[config.mk]
export PLATFORM = sky130hd
export DESIGN_NAME = vrased_monitor
export DESIGN_NICKNAME = d
export VERILOG_FILES = /design/src/rtl/vrased_monitor_pkg.sv /design/src/rtl/vrased_region_chk.sv /design/src/rtl/vrased_monitor.sv
export SDC_FILE = /design/constraint.sdc
export NUM_CORES = 1
export LEC_CHECK = 0
export BUFFER_PORTS_ARGS = -buffer_cell sky130_fd_sc_hd__buf_2
export CAP_MARGIN = 20
export CELL_PAD_IN_SITES_DETAIL_PLACEMENT = 1
export CELL_PAD_IN_SITES_GLOBAL_PLACEMENT = 1
export CORE_MARGIN = 8
export CORE_UTILIZATION = 35
export DETAILED_ROUTE_END_ITERATION = 7
export HOLD_SLACK_MARGIN = 0.03
export PLACE_DENSITY_LB_ADDON = 0.15
export SLEW_MARGIN = 40
export SYNTH_ARGS = -nofsm -noshare
export SYNTH_HDL_FRONTEND = slang
export SYNTH_SLANG_ARGS = --single-unit
[constraint.sdc]
create_clock -name clk -period 2.3 [get_ports clk]
set_input_delay 0.69 -clock clk [delete_from_list [all_inputs] [get_ports clk]]
set_output_delay 0.69 -clock clk [all_outputs]
set_load 0.05 [all_outputs]
[src/rtl/vrased_monitor_pkg.sv]
// Shared types for the VRASED monitor: region modes, FSM states, cause bit indices
// and the overflow-safe address range test.
package vrased_monitor_pkg;

    typedef enum logic [1:0] {
        MODE_KEY    = 2'd0,
        MODE_XSTACK = 2'd1,
        MODE_WPROT  = 2'd2,
        MODE_OFF    = 2'd3
    } mode_e;

    typedef enum logic {
        ST_RUN  = 1'b0,
        ST_KILL = 1'b1
    } state_e;

    localparam int CAUSE_ENTRY = 0;
    localparam int CAUSE_EXIT  = 1;
    localparam int CAUSE_IRQ   = 2;
    localparam int CAUSE_DMA   = 3;
    localparam int CAUSE_REG0  = 4;

    // The end is formed in 17 bits so a range ending exactly at 64K does not wrap to 0.
    function automatic logic addr_hit(input logic [15:0] a,
                                      input logic [15:0] base,
                                      input logic [15:0] size);
        logic [16:0] w_end;
        w_end = {1'b0, base} + {1'b0, size};
        return ({1'b0, a} >= {1'b0, base}) && ({1'b0, a} < w_end);
    endfunction

endpackage

[src/rtl/vrased_region_chk.sv]
// One protected-region check, purely combinational; no flow control.
// CPU accesses only flag while executing outside SMEM, DMA hits always flag.
module vrased_region_chk
    import vrased_monitor_pkg::*;
(
    input  logic [15:0] i_base,
    input  logic [15:0] i_size,
    input  mode_e       i_mode,
    input  logic        i_data_en,
    input  logic        i_data_wr,
    input  logic [15:0] i_data_addr,
    input  logic        i_dma_en,
    input  logic [15:0] i_dma_addr,
    input  logic        i_in_smem,
    output logic        o_viol
);

    logic w_cpu_hit;
    logic w_dma_hit;

    assign w_cpu_hit = addr_hit(i_data_addr, i_base, i_size) & ~i_in_smem;
    assign w_dma_hit = i_dma_en & addr_hit(i_dma_addr, i_base, i_size);

    always_comb begin
        o_viol = 1'b0;
        case (i_mode)
            MODE_KEY,
            MODE_XSTACK: o_viol = (i_data_en & w_cpu_hit) | w_dma_hit;
            MODE_WPROT:  o_viol = (i_data_en & i_data_wr & w_cpu_hit) | w_dma_hit;
            MODE_OFF:    o_viol = 1'b0;
            default:     o_viol = 1'b0;
        endcase
    end

endmodule

[src/rtl/vrased_monitor.sv]
// VRASED checker: SMEM atomicity, DMA/IRQ during attestation and N_REG regions drive a
// registered core reset one cycle after a violation; reset holds >= HOLD_CYCLES, no backpressure.
module vrased_monitor
    import vrased_monitor_pkg::*;
#(
    parameter logic [15:0]          SMEM_BASE     = 16'hA000,
    parameter logic [15:0]          SMEM_SIZE     = 16'h4000,
    parameter int unsigned          N_REG         = 3,
    parameter logic [16*N_REG-1:0]  REG_BASE      = {16'h6A00, 16'h0400, 16'h0230},
    parameter logic [16*N_REG-1:0]  REG_SIZE      = {16'h001F, 16'h0C00, 16'h0020},
    parameter logic [2*N_REG-1:0]   REG_MODE      = {2'd0, 2'd1, 2'd2},
    parameter logic [15:0]          RESET_HANDLER = 16'h0000,
    parameter int unsigned          HOLD_CYCLES   = 4,
    parameter int unsigned          CNT_W         = 8
) (
    input  logic                clk,
    input  logic                rst_n,
    input  logic [15:0]         i_pc,
    input  logic                i_data_en,
    input  logic                i_data_wr,
    input  logic [15:0]         i_data_addr,
    input  logic                i_dma_en,
    input  logic [15:0]         i_dma_addr,
    input  logic                i_irq,
    output logic                o_reset,
    output logic [N_REG+3:0]    o_viol_cause,
    output logic [CNT_W-1:0]    o_viol_cnt
);

    localparam logic [15:0]       SMEM_LAST = SMEM_BASE + SMEM_SIZE - 16'd2;
    localparam int                HOLD_W    = (HOLD_CYCLES > 1) ? $clog2(HOLD_CYCLES) : 1;
    localparam logic [HOLD_W-1:0] HOLD_MAX  = HOLD_W'(HOLD_CYCLES - 1);
    localparam logic [HOLD_W-1:0] HOLD_ONE  = HOLD_W'(1);
    localparam logic [CNT_W-1:0]  CNT_ONE   = CNT_W'(1);

    state_e             r_state;
    logic [15:0]        r_prev_pc;
    logic [HOLD_W-1:0]  r_hold_cnt;
    logic               r_reset;
    logic [N_REG+3:0]   r_cause;
    logic [CNT_W-1:0]   r_cnt;

    logic               w_pc_in;
    logic               w_prev_in;
    logic [N_REG+3:0]   w_viol;

    assign w_pc_in   = addr_hit(i_pc, SMEM_BASE, SMEM_SIZE);
    assign w_prev_in = addr_hit(r_prev_pc, SMEM_BASE, SMEM_SIZE);

    assign w_viol[CAUSE_ENTRY] = ~w_prev_in & w_pc_in & (i_pc != SMEM_BASE);
    assign w_viol[CAUSE_EXIT]  = w_prev_in & ~w_pc_in & (r_prev_pc != SMEM_LAST);
    assign w_viol[CAUSE_IRQ]   = i_irq & w_pc_in;
    assign w_viol[CAUSE_DMA]   = i_dma_en & w_pc_in;

    for (genvar g = 0; g < N_REG; g++) begin : g_region
        vrased_region_chk u_region_chk (
            .i_base      (REG_BASE[16*g +: 16]),
            .i_size      (REG_SIZE[16*g +: 16]),
            .i_mode      (mode_e'(REG_MODE[2*g +: 2])),
            .i_data_en   (i_data_en),
            .i_data_wr   (i_data_wr),
            .i_data_addr (i_data_addr),
            .i_dma_en    (i_dma_en),
            .i_dma_addr  (i_dma_addr),
            .i_in_smem   (w_pc_in),
            .o_viol      (w_viol[CAUSE_REG0 + g])
        );
    end

    always_ff @(posedge clk or negedge rst_n) begin
        if (!rst_n) begin
            r_state    <= ST_KILL;
            r_prev_pc  <= RESET_HANDLER;
            r_hold_cnt <= '0;
            r_reset    <= 1'b1;
            r_cause    <= '0;
            r_cnt      <= '0;
        end else begin
            r_prev_pc <= i_pc;
            case (r_state)
                ST_RUN: begin
                    if (|w_viol) begin
                        r_state    <= ST_KILL;
                        r_reset    <= 1'b1;
                        r_cause    <= w_viol;
                        r_hold_cnt <= '0;
                        if (r_cnt != '1)
                            r_cnt <= r_cnt + CNT_ONE;
                    end
                end
                default: begin
                    // Violations seen while already held in reset are deliberately dropped.
                    if ((r_hold_cnt == HOLD_MAX) && (i_pc == RESET_HANDLER)) begin
                        r_state <= ST_RUN;
                        r_reset <= 1'b0;
                    end else if (r_hold_cnt != HOLD_MAX) begin
                        r_hold_cnt <= r_hold_cnt + HOLD_ONE;
                    end
                end
            endcase
        end
    end

    assign o_reset      = r_reset;
    assign o_viol_cause = r_cause;
    assign o_viol_cnt   = r_cnt;

endmodule

# Word level (Yosys, flattened, before mapping)
# Cells that the tools add are included.
# word_totals
ram_bits	0
mem_count	0
inputBits	54
rom_bits	0
word_cells	80
out_inout_bits	16
reg_bits	35
latchBits	0
# classes
n_eq_ne	8
n_div	0
n_lt_le_gt_ge	16
mux	10
n_shift	0
reduce_logical	16
multipliers	0
n_addsub	2
n_bitwise	22
# op_table
cell	count
>= comparator 16 x 10 -> 1 bit (second input constant)	2
>= comparator 16 x 11 -> 1 bit (second input constant)	2
>= comparator 16 x 15 -> 1 bit (second input constant)	2
>= comparator 16 bit (second input constant)	2
less-than comparator 16 x 10 -> 1 bit (second input constant)	2
less-than comparator 16 x 13 -> 1 bit (second input constant)	2
less-than comparator 16 x 15 -> 1 bit (second input constant)	2
less-than comparator 16 bit (second input constant)	2
!= test 16 bit (second input constant)	2
AND 1 bit	16
logical NOT 16 bit	1
logical AND 1 bit	9
adder 8 x 1 -> 8 bit (second input constant)	1
two-way mux 2 bit	4
!= test 8 bit (second input constant)	1
OR reduction 7 bit	1
two-way mux 1 bit	6
AND reduction 3 bit	2
!= test 2 x 1 -> 1 bit (second input constant)	2
!= test 2 bit (second input constant)	2
AND reduction 2 bit	2
NOT 1 bit	3
bitwise OR 1 bit	3
adder 2 x 1 -> 2 bit (second input constant)	1
2 further kinds	2

# Longest topological paths before layout
# Gate-level depths: netlist of run 1.
# depth
word_depth	9
mapped_depth	8
ltp_nobuf	7

# Modules after synthesis
# A second synthesis of run 1 with hierarchy kept.
# hier_totals
hier_cells	937
area_unflattened_um2	7891.3
# by_module_without_submodules
module	area_per_inst_um2	cells_each	seq_area_each_um2	instances
vrased_region_chk at g_region[1].u_region_chk	2214.6	282	0.0	1
vrased_region_chk at g_region[2].u_region_chk	2099.5	263	0.0	1
vrased_region_chk at g_region[0].u_region_chk	2092.0	270	0.0	1
vrased_monitor	1485.2	122	878.3	1

# Worst setup path after synthesis of run 1
# OpenSTA, ideal clock, no wires.
# synth_path
kind	input to register
from	in i_data_addr[15]
to	reg r_cnt[1] (netlist: o_viol_cnt[1])
required_ps	2175
path_buffers	0
t_arrival_ps	2418
stages	7
setup_ps	125
slack_ps	-243
path_cell_list	or3b_1 -> or4_1 -> o21ai_2 -> nor4_2 -> a31oi_4 -> o21ai_2 -> mux2_4
# synth_between
elab_chain_cells	7
elab_cells_between_ends	20
cone_classes	order compare (6); bitwise (9); reduce/logical (5)
# synth_lines
element	line_no	rtl
start: declaration	vrased_monitor.sv:21	input logic [15:0] i_data_addr,
>= comparator 16 x 10 -> 1 bit, or another cell as far along	vrased_monitor_pkg.sv:29	return ({1'b0, a} >= {1'b0, base}) && ({1'b0, a} < w_end);
logical AND 1 bit	vrased_monitor_pkg.sv:29	
AND 1 bit	vrased_region_chk.sv:21	assign w_cpu_hit = addr_hit(i_data_addr, i_base, i_size) & ~i_in_smem;
AND 1 bit (on tied branches)	vrased_region_chk.sv:29, vrased_region_chk.sv:28	
bitwise OR 1 bit (on tied branches)	vrased_region_chk.sv:29, vrased_region_chk.sv:28	
OR reduction 7 bit *	vrased_monitor.sv:82	if (|w_viol) begin
AND reduction 3 bit (no line) *	-	
end signal: assignment	vrased_monitor.sv:88	r_cnt <= r_cnt + CNT_ONE;
end: declaration	vrased_monitor.sv:41	logic [CNT_W-1:0] r_cnt;
# Mark *: on every way between the ends. The rest lies on a longest branch, timed or not.
# A chain may end at the register's enable or synchronous reset.

# Worst setup path after layout of run 1
# layout_path
from	in i_data_addr[12]
to	reg r_cause[1] (netlist: o_viol_cause[1])
# layout_between
elab_chain_cells	7
elab_cells_between_ends	20
cone_classes	order compare (6); bitwise (9); reduce/logical (5)
# layout_lines
element	line_no	rtl
>= comparator 16 x 10 -> 1 bit, or another cell as far along	vrased_monitor_pkg.sv:29	
logical AND 1 bit	vrased_monitor_pkg.sv:29	
AND 1 bit	vrased_region_chk.sv:21	
AND 1 bit (on tied branches)	vrased_region_chk.sv:29, vrased_region_chk.sv:28	
bitwise OR 1 bit (on tied branches)	vrased_region_chk.sv:29, vrased_region_chk.sv:28	
OR reduction 7 bit *	vrased_monitor.sv:82	
AND reduction 2 bit (no line) *	-	
end signal: assignment	vrased_monitor.sv:85	r_cause <= w_viol;
end: declaration	vrased_monitor.sv:40	logic [N_REG+3:0] r_cause;
# Marks and branches as above.

==> results of run 1 <==
## critical path: cells and delay by family
family | cells | cell delay [ns]
buf+inv | 2 | 0.24
compound gates | 2 | 0.42
simple gates | 3 | 0.97
mux | 1 | 0.29
## worst paths after layout
path | start | endpoint | depth (start not counted)
min in group clk | o_viol_cause[0]$_DFFE_PN0P_ | o_viol_cause[0]$_DFFE_PN0P_ | 2
worst max register to register | r_prev_pc[13]$_DFF_PN0_ | o_viol_cause[1]$_DFFE_PN0P_ | 8
max in group asynchronous | rst_n | o_reset$_DFFE_PN1P_ | 1
worst max-delay path | i_data_addr[12] | o_viol_cause[1]$_DFFE_PN0P_ | 8
worst min register to register | o_viol_cause[0]$_DFFE_PN0P_ | o_viol_cause[0]$_DFFE_PN0P_ | 2
worst min-delay path | rst_n | r_prev_pc[12]$_DFF_PN0_ | 1
## registers in the layout, indices dropped and copies added, names as in the netlist
register,cells
o_reset,1
o_viol_cause,7
o_viol_cnt,8
r_hold_cnt,2
r_prev_pc,16
r_state,1
## cells in the final DEF (no fill, tap or decap), types with 2 or more instances in the layout
| master | n |
|---|---|
| o21ai_0 | 4 |
| buf_2 | 67 |
| nor2_1 | 9 |
| buf_4 | 16 |
| nand3_1 | 8 |
| dfrtp_1 | 33 |
| mux2_4 | 3 |
| o211ai_1 | 2 |
| and4_1 | 3 |
| xnor2_1 | 7 |
| a31oi_1 | 2 |
| inv_1 | 4 |
| nor2b_1 | 2 |
| nor4_1 | 5 |
| nand2_1 | 8 |
| ha_1 | 2 |
| a211o_1 | 2 |
| a21o_1 | 2 |
| o21ai_1 | 3 |
| dfstp_2 | 2 |
| clkbuf_8 | 5 |
| and3_1 | 3 |
| a21oi_1 | 4 |
| buf_6 | 5 |
| nand4_1 | 5 |
| and2_1 | 2 |
| nand4b_1 | 2 |
## per-stage QoR
| stage | hold slack (ns) | worst slack [ns] | cell area (um2) | instances |
|---|---|---|---|---|
| global placement | 0.473 | -0.403 | 2110 | 276 |
| global route | 0.362 | -0.192 | 2360 | 289 |
| finish | 0.341 | -0.128 | 2360 | 289 |
| CTS | 0.489 | -0.161 | 2280 | 288 |
| detailed placement | 0.503 | -0.475 | 2110 | 276 |
| floorplan | 0.394 | -0.243 | 1610 | 143 |
## cell type report
cell class	count	area share, %
Sequential cell	35	37.2
Multi-Input combinational cell	102	33.0
Timing Repair Buffer	88	21.7
Clock buffer	5	2.91
Tap cell	52	2.75
Clock inverter	3	1.85
Inverter	4	0.636
## report_power, final
| part | leakage [nW] | internal [mW] | switching (mW) | total (mW) |
|---|---|---|---|---|
| combinational | 0.656 | 0.159 | 0.170 | 0.328 |
| clock | 0.0581 | 0.323 | 0.231 | 0.553 |
| sequential | 0.434 | 0.662 | 0.0296 | 0.692 |
## cell families after synthesis
kind of cell	Yosys count
compound gates	27
flops	35
buf+inv	6
mux	4
simple gates	60
xor+xnor	9
fa+ha+maj	2
## synth_stat cells, drive strengths merged (2+ instances only)
| cell | instances |
|---|---|
| a211o | 2 |
| a21o | 2 |
| a21oi | 4 |
| a31oi | 3 |
| and2 | 2 |
| and3 | 4 |
| and4 | 3 |
| buf | 2 |
| dfrtp | 33 |
| dfstp | 2 |
| ha | 2 |
| inv | 4 |
| mux2 | 3 |
| nand2 | 8 |
| nand3 | 9 |
| nand4 | 5 |
| nand4b | 2 |
| nor2 | 9 |
| nor2b | 2 |
| nor4 | 7 |
| o211ai | 2 |
| o21ai | 9 |
| or4 | 2 |
| xnor2 | 7 |
| xor2 | 2 |
## layer usage
layer	track usage [%]	wire (um)
met5	0	0
met4	3.77	41
met3	4.88	272
met2	24.8	2530
met1	15.4	2050
## repair_timing
action	CTS	global route
setup buffers	4	1
endpoints found under the setup margin	12	18
gates resized for setup	6	16
pin swaps	2	5
==> metrics.md, run 1 <==
| Metric | Value |
|---|---|
| Status | `finished with violations` |
| Failing checks | `negative setup slack` |
| Max H-tree Level | `2` |
| Multi-input logic area | `779 um2` |
| Ys flop type | `dfrtp_1` |
| Startpoint types | `input port` |
| First-pass GRT wire length | `8090 um` |
| Leak pwr | `1.15 nW` |
| Main combinational cell family by area after synthesis | `simple AND/OR/NAND/NOR gates` |
| Routed wire length | `4890 um` |
| Worst-path cell chain | `buf_6 > or3b_4 > or4_4 > o21ai_4 > nor4_4 > a31oi_4 > buf_6 > mux2_4` |
| Post-route ant nets | `0` |
| Slew headroom | `71.3%` |
| Worst Hold Class | `in -> async` |
| Post-route DRC | `0` |
| FF-to-FF setup slack | `0.10 ns` |
| I/O pins | `70` |
| Port Buffers | `69` |
| CP arrival | `2.60 ns` |
| Pin count of the biggest net entering global routing | `36` |
| Highest clock rate | `412 MHz` |
| Sequential area share after synthesis | `54.4%` |
| # setup viols final | `12` |
| Layout cell share with drive strength beyond 1 | `48.1%` |
| Max rail drop VDD | `387 uV` |
| Synth top area share | `51.2%` |
| Antenna violations before repair | `0` |
| FP Rows | `24` |
| Largest stage delay, worst path | `0.50 ns` |
| Layout Utilization | `53.5%` |
| Vias per cell | `5.28` |
| Vias in the first global route | `1,754` |
| Top post-synthesis cells by area | `dfrtp_1 51%, xnor2_1 3.8%, dfstp_2 3.3%` |
| Post-synthesis xor/xnor area fraction | `4.88%` |
| Setup CP Type | `in -> reg` |
| Worst Clk Skew | `0.00409 ns` |
| Final Hold Fails | `0` |
| Vias | `1,525` |
| Critical path required time | `2.48 ns` |
| Clock Latency Late Sink | `0.29 ns` |
| Clk buf depth | `2` |
| Final min period | `2.43 ns` |
| Fin Setup TNS | `-1.01 ns` |
| Final HPWL from detailed placement | `3950 um` |
| GPL Wtd Cong | `0.786` |
| Starting Density | `36.6%` |
| Ant diodes | `0` |
| Syn nets | `199` |
| Most used cell, CP | `buf_6` |
| Final nets | `292` |
| Mapped Area | `1610 um2` |
| Post-synthesis mux area share | `2.95%` |
| FILL cells | `507` |
| Crit path max fanout | `5` |
| Global route total overflow | `0` |
| Leading area contributor after synthesis | `dfrtp_1` |
| GRT Total Usage | `14.0%` |
| DR WL/cell | `16.9 um` |
| Slowest-stage cell, CP | `or4_4` |
| Synth Area in Compound Gates | `11.9%` |
| Mapped Cells | `143` |
| Reg clk slew, reported paths | `0.07 ns` |
| Die area | `7040 um2` |
| Max_cap viols | `0` |
| First DRT Iteration DRCs | `10` |
| Clock Sinks | `35` |
| Total CTS buffers | `5` |
| Fin crit share | `106%` |
| Mean Syn Cell Area | `11.3 um2` |
| Worst setup EP type | `flip-flop` |
| Ys async rst share | `100%` |
| Die Span Y | `83.9 um` |
| Synth Register Bits | `35` |
| Max-slew violation count | `0` |
| Post-synth EDFFs | `0` |
| CTS tree | `yes` |
| Area growth, synth to finish | `46.4%` |
| Final worst slack | `-0.128 ns` |
| Die width | `83.9 um` |
| Fraction of the mapped netlist area in adder cells | `1.55%` |
| Post-synth cell types | `43` |
| Hold_buf cts | `0` |
| Simple-gate share of the synthesized area | `22.5%` |
| PD cells | `666 nW/um2` |
| Core area | `4410 um2` |
| Unrepaired setup endpoints after global routing | `true` |
| Clock root cell | `clkbuf_8` |
| Worst-Margin Slew | `0.427 ns` |
| Synth warn | `0` |
| Register area | `878 um2` |
| DRT Pass-1 Iters | `4` |
| Power, Total | `1.57 mW` |
No activity file was read; power rests on OpenSTA's default activity.
==> run 2: changes to the inputs <==
==> constraint.sdc (replaced) <==
create_clock -name clk -period 2.3 [get_ports clk]
set_input_delay 0 -clock clk [delete_from_list [all_inputs] [get_ports clk]]
set_output_delay 0 -clock clk [all_outputs]
set_load 0.05 [all_outputs]
==> run 2 against run 1 <==
  * The run now ends clean
  * First-iteration DRC count increased to 3.6 times the previous value
  * Utilization about the same
  * Sequential share of layout area is essentially flat
  * Count of clock-buffer cells in the layout up 3
  * Via count down 1.9%
  * Highest routed layer unchanged
  * Final cell count rose by 2.1%
  * Global-route usage increased by 0.56 points
==> metrics.md, run 2 (synthesized netlist as in run 1, its figures left out) <==
| Metric | Value |
|---|---|
| Status | `completed` |
| Slew headroom | `70.9% (-0.44 points)` |
| Clock root cell | `clkbuf_8` |
| GRT Total Usage | `14.6% (+0.56 points)` |
| Net Switching | `0.404 mW (-6.1%)` |
| Highest clock rate | `457 MHz (+11%)` |
| First DRT Iteration DRCs | `36 (+26)` |
| Biggest register | `r_prev_pc` |
| Commonest non-fill, non-tap cell in the layout | `buf_2` |
| Crit path max fanout | `7 (+2)` |
| Die width | `83.9 um (unchanged)` |
| Setup CP Type | `in -> reg` |
| Net Sw Frac | `27.1% (-0.21 points)` |
| Final min period | `2.19 ns (-0.240 ns)` |
| Final HPWL from detailed placement | `3930 um (-0.56%)` |
| Port Buffers | `69 (unchanged)` |
| Clock power share | `32.4% (-2.8 points)` |
| Vias per cell | `5.07 (-3.9%)` |
| Pint | `1.08 mW (-5.1%)` |
| Most frequent cells in the layout | `68 x buf_2, 33 x dfrtp_1, 18 x dlygate4sd3_1` |
| First-pass GRT wire length | `8250 um (+2.1%)` |
| Reg clk slew, reported paths | `0.07 ns (about the same)` |
| Antenna violations before repair | `0 (unchanged)` |
| Multi-input logic area | `718 um2 (-7.9%)` |
| Worst Clk Skew | `0.00201 ns (-0.00208 ns)` |
| Area growth, synth to finish | `46.3% (about the same)` |
| Worst slack, placed | `0.0265 ns (+0.502 ns)` |
| Fin Setup TNS | `0 ns (+1.01 ns)` |
| Clock Sinks | `35 (unchanged)` |
| I/O pins | `70 (unchanged)` |
| DR WL/cell | `17.3 um (+2.2%)` |
| Die Span Y | `83.9 um (unchanged)` |
| Clk buf depth | `2 (unchanged)` |
| Vias | `1,496 (-1.9%)` |
| Worst setup EP type | `flip-flop` |
| Register area | `878 um2 (unchanged)` |
| Total CTS buffers | `5 (unchanged)` |
| Pin count of the biggest net entering global routing | `36 (unchanged)` |
| Layout Utilization | `53.5% (about the same)` |
| # setup viols final | `0 (-12)` |
| Finished Cell Area | `2360 um2 (about the same)` |
| Fin crit share | `95.1% (-10 points)` |
| Startpoint types | `input port` |
| Final nets | `298 (+2.1%)` |
| Critical path required time | `2.47 ns (about the same)` |
| PD cells | `631 nW/um2 (-5.3%)` |
| Worst-Margin Slew | `0.437 ns (+0.0103 ns)` |
| CTS tree | `yes` |
| Worst Hold Class | `in -> reg` |
| Starting Density | `36.6% (unchanged)` |
| Comb pwr share | `21.2% (+0.3 points)` |
| GPL Wtd Cong | `0.789 (+0.41%)` |
| Max H-tree Level | `2 (unchanged)` |
| Reg power frac | `46.4% (+2.4 points)` |
| Routed wire length | `5100 um (+4.3%)` |
| Die area | `7040 um2 (unchanged)` |
| Max-slew violation count | `0 (unchanged)` |
| Max rail drop VDD | `357 uV (-7.6%)` |
| FP Rows | `24 (unchanged)` |
| Post-route ant nets | `0 (unchanged)` |
| Final Hold Fails | `0 (unchanged)` |
| Post-route DRC | `0 (unchanged)` |
| Vias in the first global route | `1,711 (-2.5%)` |
| Ant diodes | `0 (unchanged)` |
| Final worst slack | `0.112 ns (+0.240 ns)` |
| Leak pwr | `1.14 nW (-0.83%)` |
| WHS | `0.0658 ns (-0.275 ns)` |
| Max reg flops | `16 (unchanged)` |
| Post-place instance area | `2030 um2 (-3.9%)` |
| Max_cap viols | `0 (unchanged)` |
| Layout cell share with drive strength beyond 1 | `39.9% (-8.2 points)` |
| FILL cells | `508 (+0.20%)` |
| Global route total overflow | `0 (unchanged)` |
| Core area | `4410 um2 (unchanged)` |
| DRT Pass-1 Iters | `4 (unchanged)` |
| CP arrival | `2.35 ns (-0.25 ns)` |
| Clock Latency Late Sink | `0.28 ns (about the same)` |
==> run 2: cell types whose count changed in the layout (fill, tap and decap cells not counted), moves of 2 or more <==
| cell | previous run | this run |
|---|---|---|
| clkbuf_8 | 5 | 7 |
| mux2_4 | 3 | 1 |
| o21ai_1 | 3 | 0 |
| buf_6 | 5 | 1 |
| mux2_2 | 0 | 2 |
| o21ai_0 | 4 | 7 |
| dlygate4sd3_1 | 0 | 18 |
| buf_4 | 16 | 7 |
==> run 2: worst paths after layout <==
| kind | from | endpoint | slack, ns | cells after the start |
|---|---|---|---|---|
| setup / recovery | i_pc[14] | o_viol_cnt[5]$_DFFE_PN0P_ | 0.11 | 11 |
| hold reg to reg | o_viol_cnt[6]$_DFFE_PN0P_ | o_viol_cnt[6]$_DFFE_PN0P_ | 0.49 | 1 |
| hold / removal | i_dma_en | o_viol_cause[3]$_DFFE_PN0P_ | 0.07 | 3 |
| min in group asynchronous | rst_n | r_hold_cnt[1]$_DFFE_PN0P_ | 0.20 | 2 |
| setup reg to reg | r_prev_pc[0]$_DFF_PN0_ | o_viol_cnt[1]$_DFFE_PN0P_ | 0.14 | 9 |
| max in group asynchronous | rst_n | o_reset$_DFFE_PN1P_ | 1.76 | 2 |
==> run 2: power by group through the flow <==
stage          logic, mW  registers (mW)  clock network, mW
6_report           0.315           0.691              0.482
4_1_cts            0.313           0.693              0.494
3_5_place_dp       0.288           0.704                  0
5_1_grt            0.349           0.697              0.515
3_3_place_gp       0.264           0.698                  0
2_1_floorplan      0.133           0.735                  0
==> run 2: layout make-up <==
type / count / area share, %
multi-input cells: 102 / 30.4
clock buffers: 8 / 4.24
flip-flops and latches: 35 / 37.2
inverters: 4 / 0.636
well taps: 52 / 2.76
repair buffers: 94 / 24.7
==> run 2: routing by layer <==
metal / global-route usage (%) / part of all wire, %
met1: 15.6 / 40
met2: 26.5 / 54
met3: 4.30 / 4.1
met4: 4.71 / 1.1
met5: 0 / 0
==> run 2: what timing repair did <==
| item | in CTS | in global routing |
|---|---|---|
| buffers inserted | 0 | 4 |
| gates resized for setup | 0 | 4 |
| hold buffers | 18 | 0 |
| endpoints found under the hold margin | 50 | 0 |
| endpoints found under the setup margin | 0 | 13 |
==> run 2: through the flow <==
stage / instances / total power [mW]
after global placement: 265 / 0.963
after floorplan: 143 / 0.868
final: 295 / 1.49
after CTS: 291 / 1.50
after detailed placement: 265 / 0.992
after global routing: 295 / 1.56
==> run 2: critical path, stage by stage <==
cell and delay (ns):
dlygate4sd3_1 0.53, buf_2 0.16, xor2_1 0.19, and2_2 0.25
o31ai_2 0.30, nor4_2 0.08, buf_4 0.16, a31oi_4 0.24
buf_6 0.17, nand4_1 0.12, xnor2_1 0.15
==> run 3: changes to the inputs <==
--- a/config.mk
+++ b/config.mk
@@ -11,7 +11,9 @@
 export CELL_PAD_IN_SITES_GLOBAL_PLACEMENT = 1
 export CORE_MARGIN = 8
 export CORE_UTILIZATION = 35
+export CTS_CLUSTER_SIZE = 30
 export DETAILED_ROUTE_END_ITERATION = 7
+export GPL_TIMING_DRIVEN = 0
 export HOLD_SLACK_MARGIN = 0.03
 export PLACE_DENSITY_LB_ADDON = 0.15
 export SLEW_MARGIN = 40
==> run 3 against run 2 <==
  * Flip-flop and latch count stayed put
  * Largest cell class unchanged
  * Count of clock-buffer cells in the layout is 2 lower
  * Critical path depth is 1 lower
  * First-iteration DRC count is 83% higher
  * Final cell count stayed put
  * Worst setup slack better by 0.017 ns
  * Utilization is 1.1 points higher
  * Highest routed layer unchanged
  * Clock skew is 0.0067 ns higher
  * Cell area is 2.1% higher
  * Total power is 7.0% higher
  * Die area stayed put
  * Combinational power is 4% higher
  * Critical endpoint is now o_viol_cnt[1]$_DFFE_PN0P_
==> metrics.md, run 3 (synthesized netlist as in run 1, its figures left out) <==
| Metric | Value |
|---|---|
| Layout Utilization | `54.6% (+1.1 points)` |
| Max reg flops | `16 (unchanged)` |
| GRT Total Usage | `14.9% (+0.38 points)` |
| Register area | `878 um2 (unchanged)` |
| CP arrival | `2.35 ns (about the same)` |
| Core area | `4410 um2 (unchanged)` |
| DR WL/cell | `18.0 um (+4.4%)` |
| Pin count of the biggest net entering global routing | `36 (unchanged)` |
| Startpoint types | `input port` |
| FP Rows | `24 (unchanged)` |
| Vias | `1,550 (+3.6%)` |
| Worst setup EP type | `flip-flop` |
| Fin crit share | `94.4% (-0.74 points)` |
| Leak pwr | `1.16 nW (+1.5%)` |
| CTS tree | `yes` |
| Final Hold Fails | `0 (unchanged)` |
| WHS | `0.171 ns (+0.106 ns)` |
| DRT Pass-1 Iters | `4 (unchanged)` |
| Antenna violations before repair | `1 (+1)` |
| GPL Wtd Cong | `0.811 (+2.8%)` |
| Worst Clk Skew | `0.00871 ns (+0.00669 ns)` |
| Clock Latency Late Sink | `0.29 ns (about the same)` |
| Max_cap viols | `0 (unchanged)` |
| Total CTS buffers | `5 (unchanged)` |
| Critical path required time | `2.48 ns (about the same)` |
| Global route total overflow | `0 (unchanged)` |
| FILL cells | `491 (-3.3%)` |
| Routed wire length | `5320 um (+4.4%)` |
| Multi-input logic area | `756 um2 (+5.2%)` |
| Slew headroom | `70.2% (-0.68 points)` |
| Post-route ant nets | `0 (unchanged)` |
| Most frequent cells in the layout | `68 x buf_2, 33 x dfrtp_1, 19 x dlygate4sd3_1` |
| Max-slew violation count | `0 (unchanged)` |
| Highest clock rate | `461 MHz (+0.78%)` |
| Starting Density | `36.6% (unchanged)` |
| Port Buffers | `69 (unchanged)` |
| Status | `completed` |
| Final nets | `297 (-0.34%)` |
| Unrepaired setup endpoints after global routing | `false` |
| Commonest non-fill, non-tap cell in the layout | `buf_2` |
| Vias in the first global route | `1,766 (+3.2%)` |
| Max H-tree Level | `2 (unchanged)` |
| Final HPWL from detailed placement | `3940 um (+0.22%)` |
| Final min period | `2.17 ns (-0.0170 ns)` |
| I/O pins | `70 (unchanged)` |
| Clock root cell | `clkbuf_8` |
| Vias per cell | `5.25 (+3.6%)` |
| Area growth, synth to finish | `49.3%` |
| Final worst slack | `0.129 ns (+0.0170 ns)` |
| Crit path max fanout | `7 (unchanged)` |
| Clock Sinks | `35 (unchanged)` |
| PD cells | `661 nW/um2 (+4.9%)` |
| Setup CP Type | `in -> reg` |
| Reg clk slew, reported paths | `0.07 ns (about the same)` |
| # setup viols final | `0 (unchanged)` |
| Biggest register | `r_prev_pc` |
| Worst Hold Class | `in -> reg` |
| Layout cell share with drive strength beyond 1 | `40.1% (+0.16 points)` |
| Max rail drop VDD | `377 uV (+5.5%)` |
| First-pass GRT wire length | `8530 um (+3.3%)` |
| Die Span Y | `83.9 um (unchanged)` |
| Die area | `7040 um2 (unchanged)` |
| Clk buf depth | `2 (unchanged)` |
| Worst slack, placed | `-0.111 ns (-0.137 ns)` |
| Post-route DRC | `0 (unchanged)` |
| Worst-Margin Slew | `0.447 ns (+0.0102 ns)` |
| First DRT Iteration DRCs | `66 (+83%)` |
| Die width | `83.9 um (unchanged)` |
run 3: final cells by class:
class / count / area share (%)
buffer: 2 / 0.623
timing repair buffer: 91 / 23.3
clock inverter: 2 / 1.45
antenna: 1 / 0.104
tap: 52 / 2.70
clock buffer: 6 / 3.43
multi-input combinational: 102 / 31.4
sequential: 35 / 36.4
inverter: 4 / 0.623
run 3: final timing paths:
kind,startpoint,endpoint,slack [ns],cells past startpoint
worst max register to register,r_prev_pc[13]$_DFF_PN0_,o_viol_cnt[1]$_DFFE_PN0P_,0.24,8
min in group asynchronous,rst_n,r_hold_cnt[0]$_DFFE_PN0P_,0.19,2
worst min-delay path,i_dma_addr[10],o_viol_cause[5]$_DFFE_PN0P_,0.17,4
worst max-delay path,i_pc[14],o_viol_cnt[1]$_DFFE_PN0P_,0.13,10
max in group asynchronous,rst_n,o_reset$_DFFE_PN1P_,1.75,2
worst min register to register,o_viol_cnt[6]$_DFFE_PN0P_,o_viol_cnt[6]$_DFFE_PN0P_,0.50,1
run 3: worst max-delay path: stages:
cell           delay, ns
dlygate4sd3_1       0.54
buf_2               0.17
xor2_2              0.20
a211oi_2            0.22
nor3b_4             0.26
nor4_2              0.08
buf_4               0.15
a31oi_4             0.29
o21ai_2             0.13
mux2_4              0.31
run 3: report_power, final:
part | leakage, nW | switching [mW] | internal [mW]
sequential | 0.434 | 0.0309 | 0.662
combinational | 0.661 | 0.177 | 0.151
clock | 0.0612 | 0.222 | 0.351
total | 1.16 | 0.430 | 1.16
run 3: what timing repair did:
| item | 4_1_cts | 5_1_grt |
|---|---|---|
| pin swaps | 1 | 4 |
| gates resized for setup | 2 | 7 |
| hold buffers | 19 | 0 |
| endpoints found under the hold margin | 51 | 0 |
| endpoints found under the setup margin | 8 | 13 |
| buffers inserted | 1 | 2 |
run 3: metrics by stage:
| stage | TNS (ns) | total power, mW | std cells | cell area (um2) |
|---|---|---|---|---|
| 4_1_cts | 0 | 1.60 | 292 | 2350 |
| 3_5_place_dp | -0.236 | 0.992 | 264 | 2020 |
| 5_1_grt | 0 | 1.66 | 295 | 2410 |
| 2_1_floorplan | 0 | 0.868 | 143 | 1610 |
| 3_3_place_gp | -0.0625 | 0.962 | 264 | 2020 |
| 6_report | 0 | 1.59 | 295 | 2410 |
run 3: routing by layer:
layer | global-route usage [%] | share of wire, %
met5 | 0 | 0
met4 | 4.55 | 1.9
met3 | 4.88 | 3.8
met2 | 28.2 | 56
met1 | 15.0 | 38
